--- src/rtl/comp_pkg.sv ---
// Shared types and constants for the 4-bit magnitude comparator.
// Result flags are packed {lt, eq, gt} so the constants read MSB-first.
package comp_pkg;

  typedef struct packed {
    logic lt;
    logic eq;
    logic gt;
  } comp_res_t;

  localparam logic [2:0] RES_LT   = 3'b100;
  localparam logic [2:0] RES_EQ   = 3'b010;
  localparam logic [2:0] RES_GT   = 3'b001;
  localparam logic [2:0] RES_NONE = 3'b000;

  // MSB-first priority combine: a lower bit only decides when every higher bit is equal.
  function automatic logic msb_first(input logic [3:0] d, input logic [3:0] e);
    return d[3] | (e[3] & d[2]) | (e[3] & e[2] & d[1]) | (e[3] & e[2] & e[1] & d[0]);
  endfunction

endpackage

--- src/rtl/one_bit_comp.sv ---
// Combinational 1-bit comparator cell producing less/equal/greater flags.
module one_bit_comp (
  input  logic a,
  input  logic b,
  output logic lt,
  output logic eq,
  output logic gt
);

  assign lt = ~a & b;
  assign eq = ~(a ^ b);
  assign gt = a & ~b;

endmodule

--- src/rtl/four_bit_using_one_bit_comparator.sv ---
// Registered 4-bit unsigned comparator built from four one_bit_comp cells.
// Optional 7485-style cascade inputs are enabled by FOUR_BIT_COMP_CASCADE_EN.
//
// Handshake: in_valid qualifies a/b on a rising edge; out_valid is high for
// exactly the following cycle. There is no ready: the consumer must take the
// result while out_valid is high. Flags hold their value while out_valid is low.
module four_bit_using_one_bit_comparator
  import comp_pkg::*;
(
  input  logic       clk,
  input  logic       rst_n,
  input  logic       in_valid,
  input  logic [3:0] a,
  input  logic [3:0] b,
  output logic       out_valid,
  output logic       lt,
  output logic       eq,
  output logic       gt
`ifdef FOUR_BIT_COMP_CASCADE_EN
  ,
  input  logic       casc_lt,
  input  logic       casc_eq,
  input  logic       casc_gt
`endif
);

  logic [3:0] bit_lt;
  logic [3:0] bit_eq;
  logic [3:0] bit_gt;

  for (genvar i = 0; i < 4; i++) begin : g_bit
    one_bit_comp u_cell (
      .a  (a[i]),
      .b  (b[i]),
      .lt (bit_lt[i]),
      .eq (bit_eq[i]),
      .gt (bit_gt[i])
    );
  end

  logic      all_eq;
  comp_res_t res_d;
  comp_res_t res_q;
  logic      out_valid_q;

  assign all_eq = &bit_eq;

  always_comb begin
    res_d = RES_NONE;
    if (!all_eq) begin
      res_d.lt = msb_first(bit_lt, bit_eq);
      res_d.gt = msb_first(bit_gt, bit_eq);
    end else begin
`ifdef FOUR_BIT_COMP_CASCADE_EN
      // Equal operands defer to the cascade, copied verbatim even if not one-hot.
      res_d = {casc_lt, casc_eq, casc_gt};
`else
      res_d = RES_EQ;
`endif
    end
  end

  always_ff @(posedge clk or negedge rst_n) begin
    if (!rst_n) begin
      res_q       <= RES_NONE;
      out_valid_q <= 1'b0;
    end else begin
      out_valid_q <= in_valid;
      if (in_valid) res_q <= res_d;
    end
  end

  assign out_valid = out_valid_q;
  assign lt        = res_q.lt;
  assign eq        = res_q.eq;
  assign gt        = res_q.gt;

endmodule

--- config.mk ---
export PLATFORM = sky130hd
export DESIGN_NAME = four_bit_using_one_bit_comparator
export DESIGN_NICKNAME = d
export VERILOG_FILES = /design/src/rtl/comp_pkg.sv /design/src/rtl/one_bit_comp.sv /design/src/rtl/four_bit_using_one_bit_comparator.sv
export SDC_FILE = /design/constraint.sdc
export NUM_CORES = 1
export LEC_CHECK = 0
export BUFFER_PORTS_ARGS = -buffer_cell sky130_fd_sc_hd__buf_2
export CORE_AREA = 2 2 39 41
export DETAILED_ROUTE_END_ITERATION = 10
export DIE_AREA = 0 0 41 43
export GPL_ROUTABILITY_DRIVEN = 1
export PLACE_DENSITY = 0.54
export SLEW_MARGIN = 10
export SYNTH_ARGS = -nofsm -noshare
export SYNTH_HDL_FRONTEND = slang
export SYNTH_SLANG_ARGS = --single-unit
export TNS_END_PERCENT = 10
--- constraint.sdc ---
create_clock -name clk -period 0.8 [get_ports clk]
set_input_delay 0.12 -clock clk [delete_from_list [all_inputs] [get_ports clk]]
set_output_delay 0.12 -clock clk [all_outputs]
set_load 0.02 [all_outputs]
# Yosys cells after proc, flatten, opt, wreduce, memory -nomap -nowiden
# Index checks and enable logic that the tools add are counted.
# Widths: inputs -> output; s select.
[totals] regBits=4 input_bits=11
[classes] n_reduce_logical=1 n_bitwise=38 muxes=3
[ops] op="$and 1x1->1" count=16
[ops] op="$not 1->1" count=12
[ops] op="$or 1x1->1" count=6
[ops] op="$reduce_and 4->1" count=1
[ops] op="$xor 1x1->1" count=4
[ops] op="$mux 1" count=3

# Logic depth before layout (Yosys ltp)
# Gate-level depths: netlist of run 1.
[logic_depth] word_depth=7 mapped_depth=5 depth_no_buf=5

# By module
# Synthesis of run 1 repeated with hierarchy kept, for this count alone.
[hier_totals] hier_cells=34 area_unflattened_um2=337.8
[by_module_without_submodules] mod="four_bit_using_one_bit_comparator" seq_area_each_um2=100.1 n_inst=1 area_per_inst_um2=207.7 cells_each=18
[by_module_without_submodules] mod="one_bit_comp" seq_area_each_um2=0.0 n_inst=4 area_per_inst_um2=32.5 cells_each=4

# Worst setup path before layout of run 1
# Ideal clock, no wire load.
[synth_path] kind="input to register" startpoint="in a[2]" endpoint="reg res_q (netlist bit lt)" stages=5 arrival_ps=980 setup_slack_ps=-310 setup_time_ps=131 path_cell_list="inv_1 ha_1 and3_4 a221oi_1 nor3_1"
[synth_via] elab_chain_len=7 elab_cells_between_ends=14 cone_classes="1 x mux; 12 x bitwise; 1 x reduce/logical"
[synth_rtl] item="from (decl)" line_no="four_bit_using_one_bit_comparator.sv:13" source="input logic [3:0] a,"
[synth_rtl] item="$not 1->1 / $xor 1x1->1 (equally long branches)" line_no="one_bit_comp.sv:10, one_bit_comp.sv:11"
[synth_rtl] item="$and 1x1->1 / $not 1->1 (equally long branches)" line_no="one_bit_comp.sv:10, one_bit_comp.sv:11"
[synth_rtl] item="$and 1x1->1" line_no="comp_pkg.sv:18" source="return d[3] | (e[3] & d[2]) | (e[3] & e[2] & d[1]) | (e[3] & e[2] & e[1] & d[0]);"
[synth_rtl] item="$or 1x1->1 / $and 1x1->1 (equally long branches) (2 in series)" line_no="comp_pkg.sv:18"
[synth_rtl] item="$or 1x1->1" line_no="comp_pkg.sv:18"
[synth_rtl] item="$mux 1 (*)" line_no="four_bit_using_one_bit_comparator.sv:50" source="if (!all_eq) begin"
[synth_rtl] item="to (signal assigned)" line_no="four_bit_using_one_bit_comparator.sv:69" source="if (in_valid) res_q <= res_d;"
[synth_rtl] item="to (decl)" line_no="four_bit_using_one_bit_comparator.sv:43" source="comp_res_t res_q;"
# Every way passes the cells marked *; elsewhere a longest branch is shown, timed or not.
# A chain may end at the register's enable or synchronous reset.

# Worst setup path in the final report of run 1
[layout_path] startpoint="reg res_q (netlist bit lt)" endpoint="out lt"
[layout_lines] item="to (decl)" line_no="four_bit_using_one_bit_comparator.sv:16" source="output logic lt,"
# No word-level cell between the ends.

==> reports/metrics.yaml, run 1 <==
global_route:
  grt_pass1_vias: 321
  grt_remaining_overflow: 0
  antenna_found_initial: 0
  grt_max_degree: 8
  grt_pass1_wl_um: 1140
  grt_use_total: 0.0962
setup_path:
  crit_end: "lt"
  endpoint_kind: "output pin"
  crit_chain: "buf_6"
  r2r_setup_slack_ns: -0.02
  cp.depth: 1
  crit_buf_inv: 1
  startpoint: "lt"
  r2r_end: "eq"
  ff2ff_path_depth: 2
  max_stage_delay_ns: 0.38
  path_max_fanout: 2
  worstReg2RegStart: "eq"
  cp.required_ns: 0.68
  slowest_stage: "dfrtp_1"
  worstSetupPathType: "reg2out"
  start_kind: "flop"
  crit_arrival_ns: 0.75
  crit_family: "flip-flops"
die:
  dieArea_um2: 1760
  fp-row-count: 14
  ioPinCount: 15
  initial_utilization: 0.239
  die_w_um: 41
  die_h_um: 43
  design.core.area_um2: 1380
yosys:
  syn_area_um2: 330
  yosys_register_bits: 4
  yosysWarningCount: 0
  avgSynthCellArea_um2: 9.72
  yosysUniqueCellTypes: 9
  yosysSeqAreaShare: 0.303
  syn_inst: 34
  synth_nets: 53
placed_design:
  gp_congestion: 0.684
  dp.final_hpwl_um: 543
  pre_cts_ws_ns: -0.334
  portBuffers: 14
  placed_area_um2: 488
outcome:
  outcome: "complete, but fails checks"
  violations: "negative setup slack"
sta:
  worst_clock_skew_ns: 0
  whs_ns: 0.0854
  fin_ws_ns: -0.0701
  finalMaxSlewViolations: 0
  min_period_ns: 0.870
  relSlewSlack: 0.871
  rsz0062_at_grt: "yes"
  worstMarginPinSlew_ns: 0.193
  setup_viol: 7
  max_freq_mhz: 1150
  period_share: 1.09
  final_hold_viol_count: 0
final_layout:
  drive_above_1_share: 0.600
  n_antenna_cell: 0
  final_area_um2: 579
  area_growth_pct: 75.4
  fillers: 141
  finalNetCount: 76
clocking:
  cts_tree: "built"
  cts-buffers-inserted: 3
  ctsLongestPathBuffers: 2
  clkTransAtPathRegs_ns: 0.04
  root_buffer: "clkbuf_4"
  cts.sinks: 4
  clk_latency_ns: 0.23
  h-tree-depth: 1
pwr:
  irDropWorstVdd_v: 0.000401
  power_density_nw_per_um2: 1280
  p_sw_frac: 0.278
  p_leak_nw: 0.313
  p_clk_frac: 0.334
  p_total_mw: 0.741
  power_frac_comb: 0.346
  p_switching_mw: 0.206
  power.internal_mw: 0.535
  seqPwrFrac: 0.320
routing:
  drc: 0
  num_vias: 298
  route.detailed.wl_per_inst_um: 9.34
  viasPerCell: 4.20
  firstDrtPassIters: 2
  wirelength_um: 663
  drt_first_iter_violations: 6
  ant_nets: 0
min_path:
  hold_path_class: "in2reg"
job:
  maxCapViolCount: 0
[metrics by stage]
stage,util,setup TNS (ns),cells
finish,0.419,-0.374,71
global route,0.419,-0.571,71
floorplan,-,-0.508,34
CTS,0.410,-0.453,71
detailed placement,0.353,-0.992,66
global placement,0.353,-0.970,66
[power groups by stage]
stage	logic (mW)	clock network [mW]	registers (mW)
after CTS	0.249	0.265	0.235
after global routing	0.287	0.283	0.239
after global placement	0.217	0	0.235
final	0.256	0.248	0.237
after detailed placement	0.215	0	0.235
after floorplan	0.0998	0	0.261
[how the worst min path moves through the flow]
stage / start / endpoint / slack [ns] / cells after the start
final: in_valid / out_valid / 0.09 / 1
after CTS: in_valid / out_valid / 0.08 / 1
after global routing: in_valid / out_valid / 0.07 / 1
after floorplan: rst_n / eq / -0.18 / 0
after detailed placement: rst_n / eq / -0.07 / 1
after global placement: rst_n / eq / -0.07 / 1
[cells by family (layout without fill, tap and decap cells)]
group / after synthesis / after routing / synth area share
simple gates: 8 / 8 / 0.159
flops: 4 / 4 / 0.303
compound gates: 5 / 5 / 0.133
buf+inv: 9 / 30 / 0.102
fa+ha+maj: 8 / 8 / 0.303
[repair_timing]
action,CTS,global route
pin swaps,7,2
hold buffers,1,0
endpoints found under the hold margin,4,0
resized for setup,10,4
setup buffers,1,0
endpoints found under the setup margin,7,7
[placed cells by master, fill, tap and decap left out, drive strengths merged]
cell / netlist / routed
a21o: 3 / 3
a221oi: 2 / 2
and3: 2 / 2
buf: 0 / 17
clkbuf: 0 / 3
dfrtp: 4 / 4
dlygate4sd3: 0 / 1
ha: 8 / 8
inv: 9 / 9
nand2b: 2 / 2
nor2: 2 / 2
nor3: 2 / 2
[final cells by class]
cell class | instances | area, µm² | area share
clock buffer | 3 | 22.5 | 0.0389
inverter | 9 | 38.8 | 0.0670
multi-input combinational | 21 | 246 | 0.425
timing repair buffer | 18 | 151 | 0.261
sequential | 4 | 100 | 0.173
tap | 16 | 20.0 | 0.0346
[sequential cells by signal, indices dropped and copies added, names as in the netlist]
name and flops:
out_valid 1, lt 1, gt 1, eq 1
[Yosys cell counts]
cell type	number	area [µm²]
inv_1	9	33.8
a221oi_1	2	17.5
a21o_2	3	26.3
and3_4	2	22.5
nand2b_1	2	12.5
dfrtp_1	4	100
nor2_1	2	7.51
ha_1	8	100
nor3_1	2	10.0
[per-layer routing]
metal / wire [µm] / track usage / vias to the layer above
met5: 0 / 0 / -
met2: 386 / 0.156 / 9
met4: 0 / 0.0800 / 0
met1: 238 / 0.0990 / 136
met3: 38 / 0.0157 / 0
li1: - / - / 153
Power figures use the tool's default switching activity.
==> run 2: changes to the inputs <==
- SYNTH_HIERARCHICAL: default -> 1
==> run 2 against run 1 <==
Core utilization down 0.090 points. Highest routed layer is now met4. Synthesized cell count unchanged. Sequential share of layout area about the same. Maximum frequency down 0.17%. Total power up 1.4%. The flow still finishes with violations (negative setup slack). Via count up 5.4%.
==> reports/metrics.yaml, run 2 <==
outcome:
  outcome: "complete, but fails checks"
  violations: "negative setup slack"
sta:
  setup_tns_ns: -0.426
  period_share: 1.09
  rsz0062_at_grt: "yes"
  final_hold_viol_count: 0
  relSlewSlack: 0.851
  worstMarginPinSlew_ns: 0.223
  fin_ws_ns: -0.0715
  finalMaxSlewViolations: 0
  worst_clock_skew_ns: 0
  max_freq_mhz: 1150
  setup_viol: 7
  min_period_ns: 0.872
pwr:
  power.internal_mw: 0.543
  power_frac_comb: 0.358
  p_leak_nw: 0.319
  irDropWorstVdd_v: 0.000396
  p_clk_frac: 0.328
  p_switching_mw: 0.208
  p_total_mw: 0.751
  power_density_nw_per_um2: 1300
  seqPwrFrac: 0.314
  p_sw_frac: 0.277
die:
  die_w_um: 41
  die_h_um: 43
  design.core.area_um2: 1380
  dieArea_um2: 1760
  ioPinCount: 15
  fp-row-count: 14
  initial_utilization: 0.244
global_route:
  use_met1: 0.0707
  antenna_found_initial: 0
  grt_pass1_wl_um: 1020
  use_met3: 0.0314
  grt_remaining_overflow: 0
  grt_pass1_vias: 300
  grt_max_degree: 5
  use_met2: 0.156
  top_usage_layer: "met2"
  grt_use_total: 0.0904
yosys:
  synth-edff-count: 0
  syn_area_um2: 338
  yosysUniqueCellTypes: 11
  avgSynthCellArea_um2: 9.94
  synth_top_area_cell: "dfrtp_1"
  synth_top_cell_area_share: 0.296
  synthArstFlopShare: 1.00
  syn_inst: 34
  synth_nets: 53
  synth_common_cells: "inv_1, ha_1, dfrtp_1"
  yosysWarningCount: 6
  yosysSeqAreaShare: 0.296
  yosys_register_bits: 4
  synth_area_leaders: "dfrtp_1, ha_1, inv_1"
  synth_ff_type: "dfrtp_1"
  post-synth-top-count-cell: "inv_1"
routing:
  num_vias: 314
  ant_nets: 0
  drc: 0
  route.detailed.wl_per_inst_um: 9.07
  firstDrtPassIters: 2
  wirelength_um: 662
  drt_first_iter_violations: 3
  viasPerCell: 4.30
final_layout:
  layout_commonest_cell: "buf_2"
  layoutNonFillerInstCount: 73
  final_area_um2: 578
  drive_above_1_share: 0.614
  area_growth_pct: 71.1
  n_antenna_cell: 0
  finalNetCount: 78
  most-common-layout-cells: "buf_2, inv_1, buf_4"
clocking:
  ctsLongestPathBuffers: 2
  cts_tree: "built"
  root_buffer: "clkbuf_4"
  h-tree-depth: 1
  cts.sinks: 4
  clk_latency_ns: 0.23
  clkTransAtPathRegs_ns: 0.04
  cts-buffers-inserted: 3
min_path:
  hold_path_class: "in2reg"
  hold_depth: 2
placed_design:
  pre_cts_ws_ns: -0.357
  placed_area_um2: 489
  portBuffers: 14
  place_inst: 66
  gp_congestion: 0.656
  dp.final_hpwl_um: 556
job:
  maxCapViolCount: 0
setup_path:
  worstSetupPathType: "in2reg"
  path_max_fanout: 3
  endpoint_kind: "flop"
  crit_arrival_ns: 0.98
  start_kind: "input pin"
  ff2ff_path_depth: 2
  cp.required_ns: 0.91
[run 2: cell count changes in the layout (fill, tap and decap cells not counted), sizes merged]
cell    previous run  this run
or2b               0         1
nand2b             2         1
buf               17        19
[run 2: critical path, cell delays in order]
cell and delay, ns:
buf_8 0.10, inv_4 0.05, ha_4 0.20, and3_4 0.19, a221oi_2 0.27, nor3_1 0.07
[run 2: per-stage QoR]
step / utilization / hold slack, ns
finish: 0.418 / 0.153
global route: 0.418 / 0.163
CTS: 0.413 / 0.151
detailed placement: 0.354 / -0.0726
global placement: 0.354 / -0.0735
floorplan: - / -0.176
[run 2: layer usage]
layer	wire length (µm)	part of all wire
met3	48	0.073
met5	0	0
met1	242	0.37
met4	11	0.017
met2	359	0.54
[run 2: path summary, 6_finish.rpt]
kind / startpoint / slack [ns] / endpoint
max: a[2] / -0.07 / gt
min: in_valid / 0.15 / out_valid
max reg2reg: eq / 0 / eq
min reg2reg: eq / 0.60 / eq
max in group asynchronous: rst_n / 0.46 / out_valid
min in group asynchronous: rst_n / 0.22 / lt
[run 2: what timing repair did]
action,CTS,global route
setup buffers,3,0
resized for setup,8,2
endpoints found under the setup margin,7,7
endpoints found under the hold margin,4,0
pin swaps,8,0
hold buffers,1,0
[run 2: logic make-up (layout without fill, tap and decap cells)]
| kind of cell | Yosys count | count (layout) | share of synthesized area |
|---|---|---|---|
| fa+ha+maj | 8 | 8 | 0.296 |
| buf+inv | 9 | 32 | 0.100 |
| simple gates | 8 | 8 | 0.159 |
| flops | 4 | 4 | 0.296 |
| compound gates | 5 | 5 | 0.148 |
[run 2: area by class of cell]
cell class / instances / area [µm²]
tap: 16 / 20.0
inverter: 9 / 38.8
multi-input combinational: 21 / 248
clock buffer: 3 / 22.5
fill: 144 / 806
timing repair buffer: 20 / 149
sequential: 4 / 100
[run 2: power groups by stage]
| stage | clock, mW | combinational (mW) | sequential (mW) |
|---|---|---|---|
| after floorplan | 0 | 0.0999 | 0.261 |
| after global placement | 0 | 0.216 | 0.236 |
| after detailed placement | 0 | 0.217 | 0.235 |
| after CTS | 0.251 | 0.272 | 0.236 |
| after global routing | 0.270 | 0.299 | 0.238 |
| final | 0.246 | 0.269 | 0.236 |
